--- config.mk ---
export PLATFORM = sky130hd
export DESIGN_NAME = sa_xaddr_arbiter
export DESIGN_NICKNAME = d
export VERILOG_FILES = /design/src/rtl/sa_xaddr_arbiter_pkg.sv /design/src/rtl/fifo.sv /design/src/rtl/sa_xaddr_arbiter.sv
export SDC_FILE = /design/constraint.sdc
export NUM_CORES = 1
export LEC_CHECK = 0
export ABC_AREA = 1
export CORE_MARGIN = 4
export CORE_UTILIZATION = 45
export DETAILED_ROUTE_END_ITERATION = 12
export HOLD_SLACK_MARGIN = 0.12
export PLACE_DENSITY = 0.8
export SLEW_MARGIN = 40
export SYNTH_ARGS = -nofsm -noshare
export SYNTH_HDL_FRONTEND = slang
export SYNTH_SLANG_ARGS = --single-unit
--- constraint.sdc ---
create_clock -name ACLK_i -period 3.4 [get_ports ACLK_i]
set_input_delay 0.34 -clock ACLK_i [delete_from_list [all_inputs] [get_ports ACLK_i]]
set_output_delay 0.34 -clock ACLK_i [all_outputs]
set_load 0.005 [all_outputs]
--- src/rtl/sa_xaddr_arbiter_pkg.sv ---
// sa_xaddr_arbiter_pkg: shared interconnect widths and the order-FIFO entry layout
package sa_xaddr_arbiter_pkg;
   localparam int ADDR_WIDTH        = 32;
   localparam int TRANS_MST_ID_W    = 5;
   localparam int TRANS_BURST_W     = 2;
   localparam int TRANS_DATA_LEN_W  = 3;
   localparam int TRANS_DATA_SIZE_W = 3;
   localparam int DFLT_MST_AMT      = 2;
   localparam int DFLT_MST_ID_W     = $clog2(DFLT_MST_AMT);

   typedef struct packed {
      logic [DFLT_MST_ID_W-1:0]    mstIdx;
      logic [TRANS_DATA_LEN_W-1:0] len;
   } ordEntry_t;
endpackage

--- src/rtl/fifo.sv ---
// fifo: synchronous FIFO with occupancy counter and asynchronous active-high reset
module fifo #(
   parameter int DATA_WIDTH = 8,
   parameter int FIFO_DEPTH = 8
) (
   input  logic                          clk,
   input  logic                          rst,
   input  logic [DATA_WIDTH-1:0]         dataIn,
   input  logic                          push,
   input  logic                          pop,
   output logic [DATA_WIDTH-1:0]         dataOut,
   output logic                          empty,
   output logic                          full,
   output logic [$clog2(FIFO_DEPTH):0]   count
);
   localparam int PTR_W = $clog2(FIFO_DEPTH);
   localparam int CTN_W = PTR_W + 1;

   logic [DATA_WIDTH-1:0] mem [FIFO_DEPTH];
   logic [PTR_W-1:0]      wrPtr, rdPtr;
   logic                  doPush, doPop;

   assign full    = count == CTN_W'(FIFO_DEPTH);
   assign empty   = count == '0;
   assign doPush  = push & ~full;
   assign doPop   = pop & ~empty;
   assign dataOut = mem[rdPtr];

   always_ff @(posedge clk or posedge rst) begin
      if (rst) begin
         wrPtr <= '0;
         rdPtr <= '0;
         count <= '0;
      end else begin
         if (doPush) wrPtr <= (wrPtr == PTR_W'(FIFO_DEPTH-1)) ? '0 : wrPtr + 1'b1;
         if (doPop) rdPtr <= (rdPtr == PTR_W'(FIFO_DEPTH-1)) ? '0 : rdPtr + 1'b1;
         count <= count + CTN_W'(doPush) - CTN_W'(doPop);
      end
   end

   always_ff @(posedge clk) begin
      if (doPush) mem[wrPtr] <= dataIn;
   end
endmodule

--- src/rtl/sa_xaddr_arbiter.sv ---
// sa_xaddr_arbiter: round-robin slave-side AW/AR arbiter with registered output and xDATA order FIFO
module sa_xaddr_arbiter
   import sa_xaddr_arbiter_pkg::*;
#(
   parameter int MST_AMT         = DFLT_MST_AMT,
   parameter int OUTSTANDING_AMT = 8,
   parameter int OUTST_CTN_W     = $clog2(OUTSTANDING_AMT) + 1,
   parameter int MST_ID_W        = $clog2(MST_AMT),
   parameter int TRANS_SLV_ID_W  = TRANS_MST_ID_W + MST_ID_W
) (
   input  logic                                  ACLK_i,
   input  logic                                  ARESET_i,
   input  logic [TRANS_MST_ID_W*MST_AMT-1:0]     dsp_AxID_i,
   input  logic [ADDR_WIDTH*MST_AMT-1:0]         dsp_AxADDR_i,
   input  logic [TRANS_BURST_W*MST_AMT-1:0]      dsp_AxBURST_i,
   input  logic [TRANS_DATA_LEN_W*MST_AMT-1:0]   dsp_AxLEN_i,
   input  logic [TRANS_DATA_SIZE_W*MST_AMT-1:0]  dsp_AxSIZE_i,
   input  logic [MST_AMT-1:0]                    dsp_AxVALID_i,
   output logic [MST_AMT-1:0]                    dsp_AxREADY_o,
   output logic [TRANS_SLV_ID_W-1:0]             s_AxID_o,
   output logic [ADDR_WIDTH-1:0]                 s_AxADDR_o,
   output logic [TRANS_BURST_W-1:0]              s_AxBURST_o,
   output logic [TRANS_DATA_LEN_W-1:0]           s_AxLEN_o,
   output logic [TRANS_DATA_SIZE_W-1:0]          s_AxSIZE_o,
   output logic                                  s_AxVALID_o,
   input  logic                                  s_AxREADY_i,
   input  logic                                  s_xVALID_i,
   input  logic                                  s_xREADY_i,
   output logic [MST_ID_W-1:0]                   xDATA_mst_id_o,
   output logic                                  xDATA_disable_o,
   output logic [OUTST_CTN_W-1:0]                outst_ctn_o
);
   logic                        take, grantEn, fifoFull, fifoEmpty, dataHs, lastBeat;
   logic [MST_ID_W-1:0]         rrPtr, winner;
   logic [TRANS_DATA_LEN_W-1:0] beatCtn;
   ordEntry_t                   pushEntry, headEntry;

   // Scan from the farthest offset down so the nearest requester above rrPtr wins
   always_comb begin
      winner = '0;
      for (int i = MST_AMT - 1; i >= 0; i--) begin
         if (dsp_AxVALID_i[(int'(rrPtr) + i) % MST_AMT]) winner = MST_ID_W'((int'(rrPtr) + i) % MST_AMT);
      end
   end

   assign take          = ~s_AxVALID_o | s_AxREADY_i;
   assign grantEn       = take & ~fifoFull & (|dsp_AxVALID_i) & ~ARESET_i;
   assign dsp_AxREADY_o = grantEn ? MST_AMT'(1) << winner : '0;
   assign pushEntry     = '{mstIdx: winner, len: dsp_AxLEN_i[winner*TRANS_DATA_LEN_W +: TRANS_DATA_LEN_W]};

   always_ff @(posedge ACLK_i or posedge ARESET_i) begin
      if (ARESET_i) begin
         s_AxVALID_o <= 1'b0;
         s_AxID_o    <= '0;
         s_AxADDR_o  <= '0;
         s_AxBURST_o <= '0;
         s_AxLEN_o   <= '0;
         s_AxSIZE_o  <= '0;
         rrPtr       <= '0;
      end else if (grantEn) begin
         s_AxVALID_o <= 1'b1;
         s_AxID_o    <= {winner, dsp_AxID_i[winner*TRANS_MST_ID_W +: TRANS_MST_ID_W]};
         s_AxADDR_o  <= dsp_AxADDR_i[winner*ADDR_WIDTH +: ADDR_WIDTH];
         s_AxBURST_o <= dsp_AxBURST_i[winner*TRANS_BURST_W +: TRANS_BURST_W];
         s_AxLEN_o   <= dsp_AxLEN_i[winner*TRANS_DATA_LEN_W +: TRANS_DATA_LEN_W];
         s_AxSIZE_o  <= dsp_AxSIZE_i[winner*TRANS_DATA_SIZE_W +: TRANS_DATA_SIZE_W];
         rrPtr       <= (winner == MST_ID_W'(MST_AMT - 1)) ? '0 : winner + 1'b1;
      end else if (s_AxREADY_i) begin
         s_AxVALID_o <= 1'b0;
      end
   end

   assign dataHs   = s_xVALID_i & s_xREADY_i & ~fifoEmpty;
   assign lastBeat = dataHs & (beatCtn == headEntry.len);

   always_ff @(posedge ACLK_i or posedge ARESET_i) begin
      if (ARESET_i) beatCtn <= '0;
      else if (lastBeat) beatCtn <= '0;
      else if (dataHs) beatCtn <= beatCtn + 1'b1;
   end

   fifo #(
      .DATA_WIDTH(MST_ID_W + TRANS_DATA_LEN_W),
      .FIFO_DEPTH(OUTSTANDING_AMT)
   ) orderFifo (
      .clk    (ACLK_i),
      .rst    (ARESET_i),
      .dataIn (pushEntry),
      .push   (grantEn),
      .pop    (lastBeat),
      .dataOut(headEntry),
      .empty  (fifoEmpty),
      .full   (fifoFull),
      .count  (outst_ctn_o)
   );

   assign xDATA_disable_o = fifoEmpty;
   assign xDATA_mst_id_o  = fifoEmpty ? '0 : headEntry.mstIdx;
endmodule

==> metrics.md, run 1 <==
| Metric | Value |
|---|---|
| Status | complete, no violations |
| Syn Area/Cell | 8.82 sq um |
| Ys Warns | 0 |
| Seq. cell area | ~0.0025 sq mm |
| Site Rows | 35 |
| Dpl cell area | 0.00593 sq mm |
| ANT nets after route | 0 |
| Synthesized net count | 600 |
| CTS Buffer Depth | 2 |
| Final Util | roughly two thirds |
| Post-CTS sizing | 0 |
| Initial antenna violation count | 0 |
| WP depth | 15 |
| Fillers | between 700 and 800 |
| TritonRoute pass-1 iters | 5 |
| Die extent in x | 106 um |
| Worst path bufs/invs | 4 |
| Area added between synthesis and finish | 41.7% |
| Worst-Skew Late Latency | approximately 0.36 ns |
| CP cell instances | inv_6, nand2_1, nand3_1, nand3_1, nand3_1, nand2_2, nor2_2, nand2_2, inv_2, ha_1, inv_1, ha_1, inv_1, fa_1, xnor2_1 |
| CTS Buf Count | 9 |
| Worst Path Arrival | between 3 and 4 ns |
| CTS tree | done |
| Min-delay worst type | in2async |
| Core Box Area | between 0.009 and 0.01 sq mm |
| Primary FF master, synth | dfrtp_1 |
| GPL Wtd Cong | 0.885 |
| Cell family with most CP delay | adder cells |
| Number of global-route vias before repair | roughly 4100 |
| Worst setup EP type | flip-flop |
| Grt ovf | 0 |
| Vias per std cell | ~4.9 |
| Post-Syn Instances | between 400 and 500 |
| Pwr Total | between 4 and 5 mW |
| Final net count | 750 |
| Initial Util | about 47% |
| First-pass GRT wire length | around 19000 um |
| Hold buffer count at cts | 0 |
| Setup TNS | 0 ns |
| H-tree levels | 3 |
| CTS clk-pin slew, worst paths | ~0.10 ns |
| Die Span Y | about 110 um |
| # port buffers | around 150 |
| Max cap viols | 0 |
| P_leak | 2.77 nW |
| Final Hold Viols | 0 |
| Pwr dens | 695 mW/mm^2 |
| Synth area leaders | dfrtp_1 (35%), edfxtp_1 (22%), nand2_1 (17%) |
| Initial DRC count | 148 |
| CP Class | reg2reg |
| Post-CTS setup buffers | 0 |
| Total number of vias | around 3800 |
| Netlist Area Pre-Place | around 0.0043 sq mm |
| CP max stage cell | dfrtp_1 |
| Max Clock Skew | 0.0223 ns |
| Routed wire length | 11800 um |
| CP required | 3.65 ns |
| Slew Limit Fails | 0 |
| Yosys top cell area share | 35.3% |
| Peak supply drop | roughly 320 uV |
| Max-slew headroom at the worst pin | roughly 55% |
| Post-synth EDFFs | 32 |
| Die area | 0.0113 sq mm |
| Max Clk Rate | around 350 MHz |
| Synthesized flop and latch total | 93 |
| Layout cell share with drive strength beyond 1 | 6.35% |
| Sequential fraction of the synthesis area | between 50% and 60% |
| Slew @ Worst Pin | approximately 0.68 ns |
| Synth top cells by count | nand2_1 (195), nand3_1 (64), dfrtp_1 (61) |
| ANT cells | 0 |
| Clk root buf | clkbuf_8 |
| Top-Level Pins | between 150 and 200 |
| Most frequent CP cell | nand3_1 |
| Asr flop ratio synth | around two thirds |
| CP peak stage delay | slightly below 0.8 ns |
| Residual DRC count | 0 |
| Yosys cell types | 30 |
| Final hold slack | 0.340 ns |
| Area of the multi-input gates | roughly 0.0015 sq mm |
| Startpoint types | flip-flop |
| Post-route cell area | approximately 0.0061 sq mm |
| # clock sinks | 93 |
| Largest area contributor in the netlist | dfrtp_1 |
| Final critical-path required period | between 2 and 3 ns |
| Hpwl dp | a little over 9000 um |
| Final setup fails | 0 |
| Count leader, synth | nand2_1 |
| Global router's overall resource usage | a little over a fifth |
| Final period utilization | between 80 and 90% |
| Crit path max fanout | 20 |
| Worst r2r path cells | 15 |
| RSZ-0062 raised after global routing | false |
| Drt wl/cell | approximately 15 um |
| Pin count of the biggest net entering global routing | 46 |
[routing by layer]
metal	vias to the layer above	GRT usage [%]	share of wire (%)
met5	-	0	0
met3	28	7.83	9.7
met4	0	8.33	2.8
li1	1851	-	-
met1	1779	23.7	37
met2	166	38.4	51
[cells in the final DEF, fill, tap and decap left out, types with 5 or more instances in the layout]
cell,count
clkdlybuf4s50_1,151
edfxtp_1,32
buf_4,5
ha_1,11
nor2_2,5
inv_1,46
dfrtp_1,61
clkbuf_8,10
nand2_1,195
nand2_2,8
nor2_1,20
nand3_1,64
o21ai_0,6
[cell families (layout without fill, tap and decap cells)]
family                   count (synthesis)  after routing  synth area share, %
flip-flops                              93             93                 57.5
AO/OA/AOI/OAI                           16             16                 2.08
XOR/XNOR                                 3              3                0.607
AND/OR/NAND/NOR                        298            298                 29.1
adder cells (fa/ha/maj)                 12             12                 3.64
buffers and inverters                   69            224                 7.08
[cell type report]
cell class	instances	share of cell area [%]
Sequential cell	93	40.6
Inverter	52	3.26
Timing Repair Buffer	156	25.3
Multi-Input combinational cell	329	25.0
Tap cell	129	2.63
Clock buffer	11	2.31
Clock inverter	5	0.959
[metrics by stage]
| step | setup WS (ns) | cells |
|---|---|---|
| 2_1_floorplan | 0.973 | 491 |
| 3_3_place_gp | 0.728 | 759 |
| 3_5_place_dp | 0.562 | 759 |
| 4_1_cts | 0.574 | 775 |
| 5_1_grt | 0.349 | 775 |
| 6_report | 0.573 | 775 |
[flip-flops by register name, summed over array words and instances (netlist names), 3 cells and up]
register         cells
orderFifo.mem       32
s_AxADDR_o          32
s_AxID_o             6
orderFifo.count      4
beatCtn              3
orderFifo.rdPtr      3
orderFifo.wrPtr      3
s_AxLEN_o            3
s_AxSIZE_o           3
[final timing paths]
path	to	from	slack, ns
worst max register to register	orderFifo.count[2]	orderFifo.rdPtr[0]	0.57
min in group ACLK_i	s_AxID_o[5]	s_AxID_o[5]	0.50
worst max-delay path	orderFifo.count[2]	orderFifo.rdPtr[0]	0.57
max in group asynchronous	s_AxADDR_o[15]	ARESET_i	2.36
worst min register to register	s_AxID_o[5]	s_AxID_o[5]	0.50
worst min-delay path	s_AxVALID_o	ARESET_i	0.34
[where the power goes]
part           internal, mW  switching [mW]  leakage, nW  total [mW]
Combinational         0.923           0.838         1.63        1.76
Clock                 0.363           0.375        0.100       0.737
Sequential             1.50           0.258         1.04        1.76
Note: power is estimated with default switching activity, not from simulation.
==> run 2: changes to the inputs <==
==> constraint.sdc (replaced) <==
create_clock -name ACLK_i -period 2.65 [get_ports ACLK_i]
set_input_delay 0.265 -clock ACLK_i [delete_from_list [all_inputs] [get_ports ACLK_i]]
set_output_delay 0.265 -clock ACLK_i [all_outputs]
set_load 0.005 [all_outputs]
==> run 2 against run 1 <==
Compared with the run above: cell count is 1.4% higher; first-iteration DRC count is 11% lower; sequential share of layout area is 0.55 points lower; largest power group is now combinational logic; global-route usage fell by 0.56 points; clock skew decreased by 0.0050 ns; highest routed layer unchanged; via count fell by 0.63%; critical endpoint is now dsp_AxREADY_o[1].
==> metrics.md, run 2 (same netlist as run 1, synthesis figures left out) <==
| Metric | Value |
|---|---|
| Clk root buf | clkbuf_8 |
| CP cell instances | inv_1, ha_1, nand3_1, o211ai_1, nor2_4, nand2_1, clkinv_1, clkdlybuf4s50_1 |
| Area added between synthesis and finish | 43.7% |
| Worst Path Arrival | 2.18 ns (-0.90 ns) |
| P_leak | 2.83 nW (+1.8%) |
| Hpwl dp | 8970 um (-2.9%) |
| Worst setup EP type | output pin |
| GPL Wtd Cong | 0.812 (-8.3%) |
| Final Hold Viols | 0 (unchanged) |
| Final hold slack | 0.419 ns (+0.0783 ns) |
| Die extent in x | 106 um (unchanged) |
| Hold buffer count at cts | 0 (unchanged) |
| Worst Setup SP | orderFifo.count[2] |
| Max Clock Skew | 0.0173 ns (-0.00502 ns) |
| Final critical-path required period | between 2 and 2.5 ns |
| Total number of vias | 3800 (-0.63%) |
| Startpoint types | flip-flop |
| H-tree levels | 3 (unchanged) |
| Worst-Skew Late Latency | 0.35 ns (about the same) |
| Initial Util | 46.6% (unchanged) |
| Drt wl/cell | 14.8 um (-3.0%) |
| Routed wire length | 11600 um (-1.6%) |
| Regs by FF count | orderFifo.mem x32, s_AxADDR_o x32, s_AxID_o x6 |
| CTS Buf Count | 9 (unchanged) |
| Final period utilization | a little over 90% |
| CP peak stage delay | 0.53 ns (-0.25 ns) |
| ANT nets after route | 0 (unchanged) |
| Grt ovf | 0 (unchanged) |
| CTS Buffer Depth | 2 (unchanged) |
| Worst path bufs/invs | 3 (-1) |
| Die Span Y | 106 um (unchanged) |
| Inst Count DP | 766 (+0.92%) |
| Number of global-route vias before repair | 4028 (-1.5%) |
| Status | complete, no violations |
| ANT cells | 0 (unchanged) |
| Slew @ Worst Pin | 0.674 ns (-0.00245 ns) |
| CP Class | reg2out |
| Layout cell share with drive strength beyond 1 | 8.22% (+1.9 points) |
| Most frequent cells in the layout | nand2_1 (195), clkdlybuf4s50_1 (151), nand3_1 (64), dfrtp_1 (60), inv_1 (45) |
| CP max stage cell | clkdlybuf4s50_1 |
| Fillers | 745 (-3.2%) |
| Residual DRC count | 0 (unchanged) |
| Vias per std cell | 4.83 (-2.0%) |
| Core Box Area | 0.00928 sq mm (unchanged) |
| Top-Level Pins | 152 (unchanged) |
| Final net count | 761 (+1.5%) |
| Max-slew headroom at the worst pin | 55.0% (+0.098 points) |
| Cell family with most CP delay | buffers and inverters |
| Global router's overall resource usage | 21.1% (-0.56 points) |
| Pin count of the biggest net entering global routing | 46 (unchanged) |
| CTS tree | done |
| TritonRoute pass-1 iters | 4 (-1) |
| # clock sinks | 93 (unchanged) |
| Initial antenna violation count | 0 (unchanged) |
| Peak supply drop | 399 uV (+25%) |
| CP required | 2.38 ns (-1.27 ns) |
| Max cap viols | 0 (unchanged) |
| Site Rows | 35 (unchanged) |
| First-pass GRT wire length | 18900 um (-2.1%) |
| # port buffers | 151 (unchanged) |
| Pwr dens | 889 mW/mm^2 (+28%) |
| Leading cell type in the layout, fill and taps excluded | nand2_1 |
| CTS clk-pin slew, worst paths | 0.09 ns (about the same) |
| Final setup fails | 0 (unchanged) |
| Crit path max fanout | 9 (-55%) |
| Non-filler cells, final | 786 (+1.4%) |
| Max Clk Rate | ~400 MHz |
| Min-delay worst type | in2async |
| Slew Limit Fails | 0 (unchanged) |
| Reg2reg start | orderFifo.rdPtr[0] |
| Initial DRC count | 131 (-11%) |
| Die area | 0.0113 sq mm (unchanged) |
[run 2: where the power goes]
part	total [mW]	switching [mW]	internal, mW
combinational	2.37	1.13	1.24
sequential	2.23	0.300	1.93
clock	0.926	0.468	0.458
total	5.53	1.89	3.64
[run 2: worst paths after layout]
check / depth (start not counted) / endpoint / slack (ns)
worst min register to register: 2 / s_AxADDR_o[7] / 0.50
worst max-delay path: 8 / dsp_AxREADY_o[1] / 0.21
worst max register to register: 16 / orderFifo.count[2] / 0.25
min in group ACLK_i: 3 / s_AxADDR_o[18] / 0.47
worst min-delay path: 2 / s_AxID_o[2] / 0.42
max in group asynchronous: 3 / s_AxADDR_o[25] / 1.47
[run 2: what timing repair did]
action,in CTS,in global routing
setup buffers,0,4
resized for setup,0,4
endpoints found under the setup margin,0,4
[run 2: final cells by class]
cell class / instances / area [sq um] / share of cell area [%]
Tap cell: 129 / 161 / 2.59
Clock inverter: 2 / 13.8 / 0.221
Multi-Input combinational cell: 329 / 1540 / 24.8
Clock buffer: 14 / 185 / 2.98
Inverter: 52 / 200 / 3.22
Timing Repair Buffer: 167 / 1630 / 26.2
Sequential cell: 93 / 2490 / 40.0
[run 2: worst register-to-register path, cell delays in order, from the launching register on]
cell      delay (ns)
dfrtp_2         0.47
clkbuf_2        0.16
nand2_1         0.08
nand3_1         0.08
nand3_1         0.10
nand2_1         0.06
nand2_1         0.07
nand2_2         0.07
nor2_2          0.09
nand2_2         0.07
inv_2           0.06
ha_1            0.21
inv_1           0.06
ha_1            0.15
inv_1           0.05
fa_1            0.38
xnor2_1         0.14
[run 2: metal layers]
metal  vias to the layer above  share of wire [%]  GRT usage, %
met3                        13                7.9          7.29
li1                       1871                  -             -
met1                      1798                 40          24.5
met2                       118                 51          36.9
met5                         -                  0             0
met4                         0                1.4          6.57
[run 2: metrics by stage]
| stage | setup TNS [ns] | area (sq um) | setup slack (ns) | power [mW] | util, % |
|---|---|---|---|---|---|
| final | 0 | 6220 | 0.206 | 5.53 | 67.0 |
| after global routing | -0.00199 | 6220 | -0.00199 | 5.96 | 67.0 |
| after CTS | 0 | 6180 | 0.0688 | 5.56 | 66.6 |
| after detailed placement | 0 | 5990 | 0.134 | 4.60 | 64.5 |
| after global placement | 0 | 5990 | 0.215 | 4.51 | 64.5 |
| after floorplan | 0 | 4330 | 0.223 | 3.42 | - |
==> run 3: changes to the inputs <==
--- a/config.mk
+++ b/config.mk
@@ -6,7 +6,7 @@
 export NUM_CORES = 1
 export LEC_CHECK = 0
 export ABC_AREA = 1
-export CORE_MARGIN = 4
+export CORE_MARGIN = 5
 export CORE_UTILIZATION = 45
 export DETAILED_ROUTE_END_ITERATION = 12
 export HOLD_SLACK_MARGIN = 0.12
==> run 3 against run 2 <==
Compared with the run above: critical path depth did not move; die area rose by 3.8%; core utilization fell by 0.25 points; register-to-register slack got worse by 0.05 ns; design area rose by 0.10%; global-route usage fell by 0.19 points; cell count fell by 0.51%; maximum frequency fell by 0.50%; non-clock buffer count fell by 4; via count fell by 1.8%; clock skew fell by 0.0043 ns; critical endpoint unchanged; highest routed layer unchanged.
==> metrics.md, run 3 (same netlist as run 1, synthesis figures left out) <==
| Metric | Value |
|---|---|
| Seq. cell area | 0.00249 sq mm (about the same) |
| Die Span Y | 108 um (+1.9%) |
| Worst setup EP type | output pin |
| CTS Buf Count | 9 (unchanged) |
| Slew Limit Fails | 0 (unchanged) |
| Min-delay worst type | in2async |
| Fillers | 708 (-5.0%) |
| Final period utilization | 92.7% (+0.46 points) |
| Inst Count DP | 762 (-0.52%) |
| Global router's overall resource usage | 20.9% (-0.19 points) |
| Sw Ratio | 34.0% (-0.22 points) |
| Number of global-route vias before repair | 3854 (-4.3%) |
| Regs by FF count | orderFifo.mem x32, s_AxADDR_o x32, s_AxID_o x6 |
| Non-filler cells, final | 782 (-0.51%) |
| Peak supply drop | 362 uV (-9.2%) |
| Reg2reg start | orderFifo.rdPtr[0] |
| Drt wl/cell | 14.9 um (+0.97%) |
| Area of the multi-input gates | 0.00154 sq mm (-0.49%) |
| First-pass GRT wire length | 19000 um (+0.92%) |
| H-tree levels | 3 (unchanged) |
| Worst-Skew Late Latency | 0.35 ns (about the same) |
| Hold buffer count at cts | 0 (unchanged) |
| CP max stage cell | clkdlybuf4s50_1 |
| Layout cell share with drive strength beyond 1 | 7.35% (-0.87 points) |
| CP peak stage delay | 0.56 ns (+0.03 ns) |
| Final net count | 757 (-0.53%) |
| Hpwl dp | 8950 um (-0.23%) |
| Pwr dens | 902 mW/mm^2 (+1.6%) |
| Worst path bufs/invs | 3 (unchanged) |
| # clock sinks | 93 (unchanged) |
| Critical Path Sink | dsp_AxREADY_o[1] |
| Flop pwr share | 39.5% (-0.9 points) |
| Cell family with most CP delay | buffers and inverters |
| Pin count of the biggest net entering global routing | 47 (+2.2%) |
| Clk root buf | clkbuf_8 |
| Comb pwr share | 42.2% (-0.7 points) |
| Site Rows | 35 (unchanged) |
| Int Power | 3.71 mW (+2.0%) |
| Clock power frac | 18.2% (+1.4 points) |
| Crit path max fanout | 7 (-2) |
| Max Clk Rate | 407 MHz (-0.50%) |
| Worst r2r path cells | 17 (+1) |
| Top-Level Pins | 152 (unchanged) |
| Worst Setup SP | orderFifo.count[2] |
| Initial DRC count | 195 (+49%) |
| Die extent in x | 108 um (+1.9%) |
| WP depth | 8 (unchanged) |
| CTS Buffer Depth | 2 (unchanged) |
| Status | complete, no violations |
| Routed wire length | 11700 um (+0.46%) |
| CTS clk-pin slew, worst paths | 0.10 ns (about the same) |
| Final setup fails | 0 (unchanged) |
| RSZ-0062 raised after global routing | false |
| Area added between synthesis and finish | 43.8% |
| TritonRoute pass-1 iters | 4 (unchanged) |
| Die area | 0.0117 sq mm (+3.8%) |
| Grt ovf | 0 (unchanged) |
| Max Clock Skew | 0.0131 ns (-0.00426 ns) |
| R2R Path End | orderFifo.count[2] |
| ANT cells | 0 (unchanged) |
| CP cell instances | inv_1, ha_1, nand3_1, o211ai_1, nor2_4, nand2_1, clkinv_1, clkdlybuf4s50_1 |
| Vias per std cell | 4.77 (-1.3%) |
| Max-slew headroom at the worst pin | 69.2% (+14 points) |
| Residual DRC count | 0 (unchanged) |
| Initial Util | 46.4% (-0.22 points) |
| R2R Setup Slk | 0.20 ns (-0.05 ns) |
| Startpoint types | flip-flop |
| CP required | 2.38 ns (about the same) |
| Worst Path Arrival | 2.19 ns (about the same) |
| Sw Pwr | 1.91 mW (+1.0%) |
| Setup TNS | 0 ns (unchanged) |
| # port buffers | 151 (unchanged) |
| Max cap viols | 0 (unchanged) |
| Most frequent cells in the layout | nand2_1 (195), clkdlybuf4s50_1 (151), nand3_1 (64), dfrtp_1 (61), inv_1 (46) |
| P_leak | 2.83 nW (about the same) |
| GPL Wtd Cong | 0.837 (+3.2%) |
| CP Class | reg2out |
| Final critical-path required period | 2.46 ns (+0.0122 ns) |
| Slew @ Worst Pin | 0.462 ns (-0.213 ns) |
| Final Hold Viols | 0 (unchanged) |
| CTS tree | done |
| Leading cell type in the layout, fill and taps excluded | nand2_1 |
| Core Box Area | 0.00933 sq mm (+0.47%) |
| Initial antenna violation count | 0 (unchanged) |
| Total number of vias | 3733 (-1.8%) |
| ANT nets after route | 0 (unchanged) |
run 3: per-stage QoR:
stage	util [%]	power (mW)	instance area [sq um]	hold slack [ns]	worst slack (ns)
6_report	66.8	5.62	6230	0.284	0.194
2_1_floorplan	-	3.42	4330	0.385	0.223
4_1_cts	66.4	5.65	6190	0.289	0.0397
3_3_place_gp	64.1	4.52	5980	0.457	0.246
3_5_place_dp	64.1	4.61	5980	0.466	0.170
5_1_grt	66.8	6.04	6230	0.317	0.0232
run 3: worst min path at each step:
stage                    start            end  slack, ns  depth (start not counted)
4_1_cts               ARESET_i   s_AxLEN_o[0]       0.29                          2
6_report              ARESET_i   s_AxLEN_o[0]       0.28                          2
3_5_place_dp       s_AxID_o[5]    s_AxID_o[5]       0.47                          2
2_1_floorplan  dsp_AxADDR_i[0]  s_AxADDR_o[0]       0.38                          2
3_3_place_gp       s_AxID_o[5]    s_AxID_o[5]       0.46                          2
5_1_grt               ARESET_i   s_AxLEN_o[0]       0.32                          2
run 3: layer usage:
layer / part of all wire (%) / up-vias / wire length [um] / track usage (%)
li1: - / 1864 / - / -
met1: 40 / 1724 / 4710 / 25.2
met2: 49 / 132 / 5730 / 34.9
met3: 9.2 / 13 / 1080 / 8.30
met4: 1.4 / 0 / 158 / 5.95
met5: 0 / - / 0 / 0
run 3: timing repair:
item                                   in CTS  in global routing
endpoints found under the hold margin       0                  0
buffers inserted                            0                  4
setup endpoints to repair                   0                  3
resized for setup                           0                  1
run 3: area by class of cell:
cell class	instances	area share [%]
multi-input cells	329	24.7
clock buffers	10	2.05
clock inverters	6	1.39
inverters	52	3.25
flip-flops and latches	93	39.9
repair buffers	163	26.1
well taps	129	2.59
run 3: power by group through the flow:
| stage | Clock [mW] | Sequential [mW] | Combinational [mW] |
|---|---|---|---|
| floorplan | 0 | 2.21 | 1.22 |
| global placement | 0 | 2.22 | 2.30 |
| detailed placement | 0 | 2.23 | 2.37 |
| CTS | 1.04 | 2.22 | 2.39 |
| global route | 1.12 | 2.28 | 2.64 |
| finish | 1.03 | 2.22 | 2.37 |
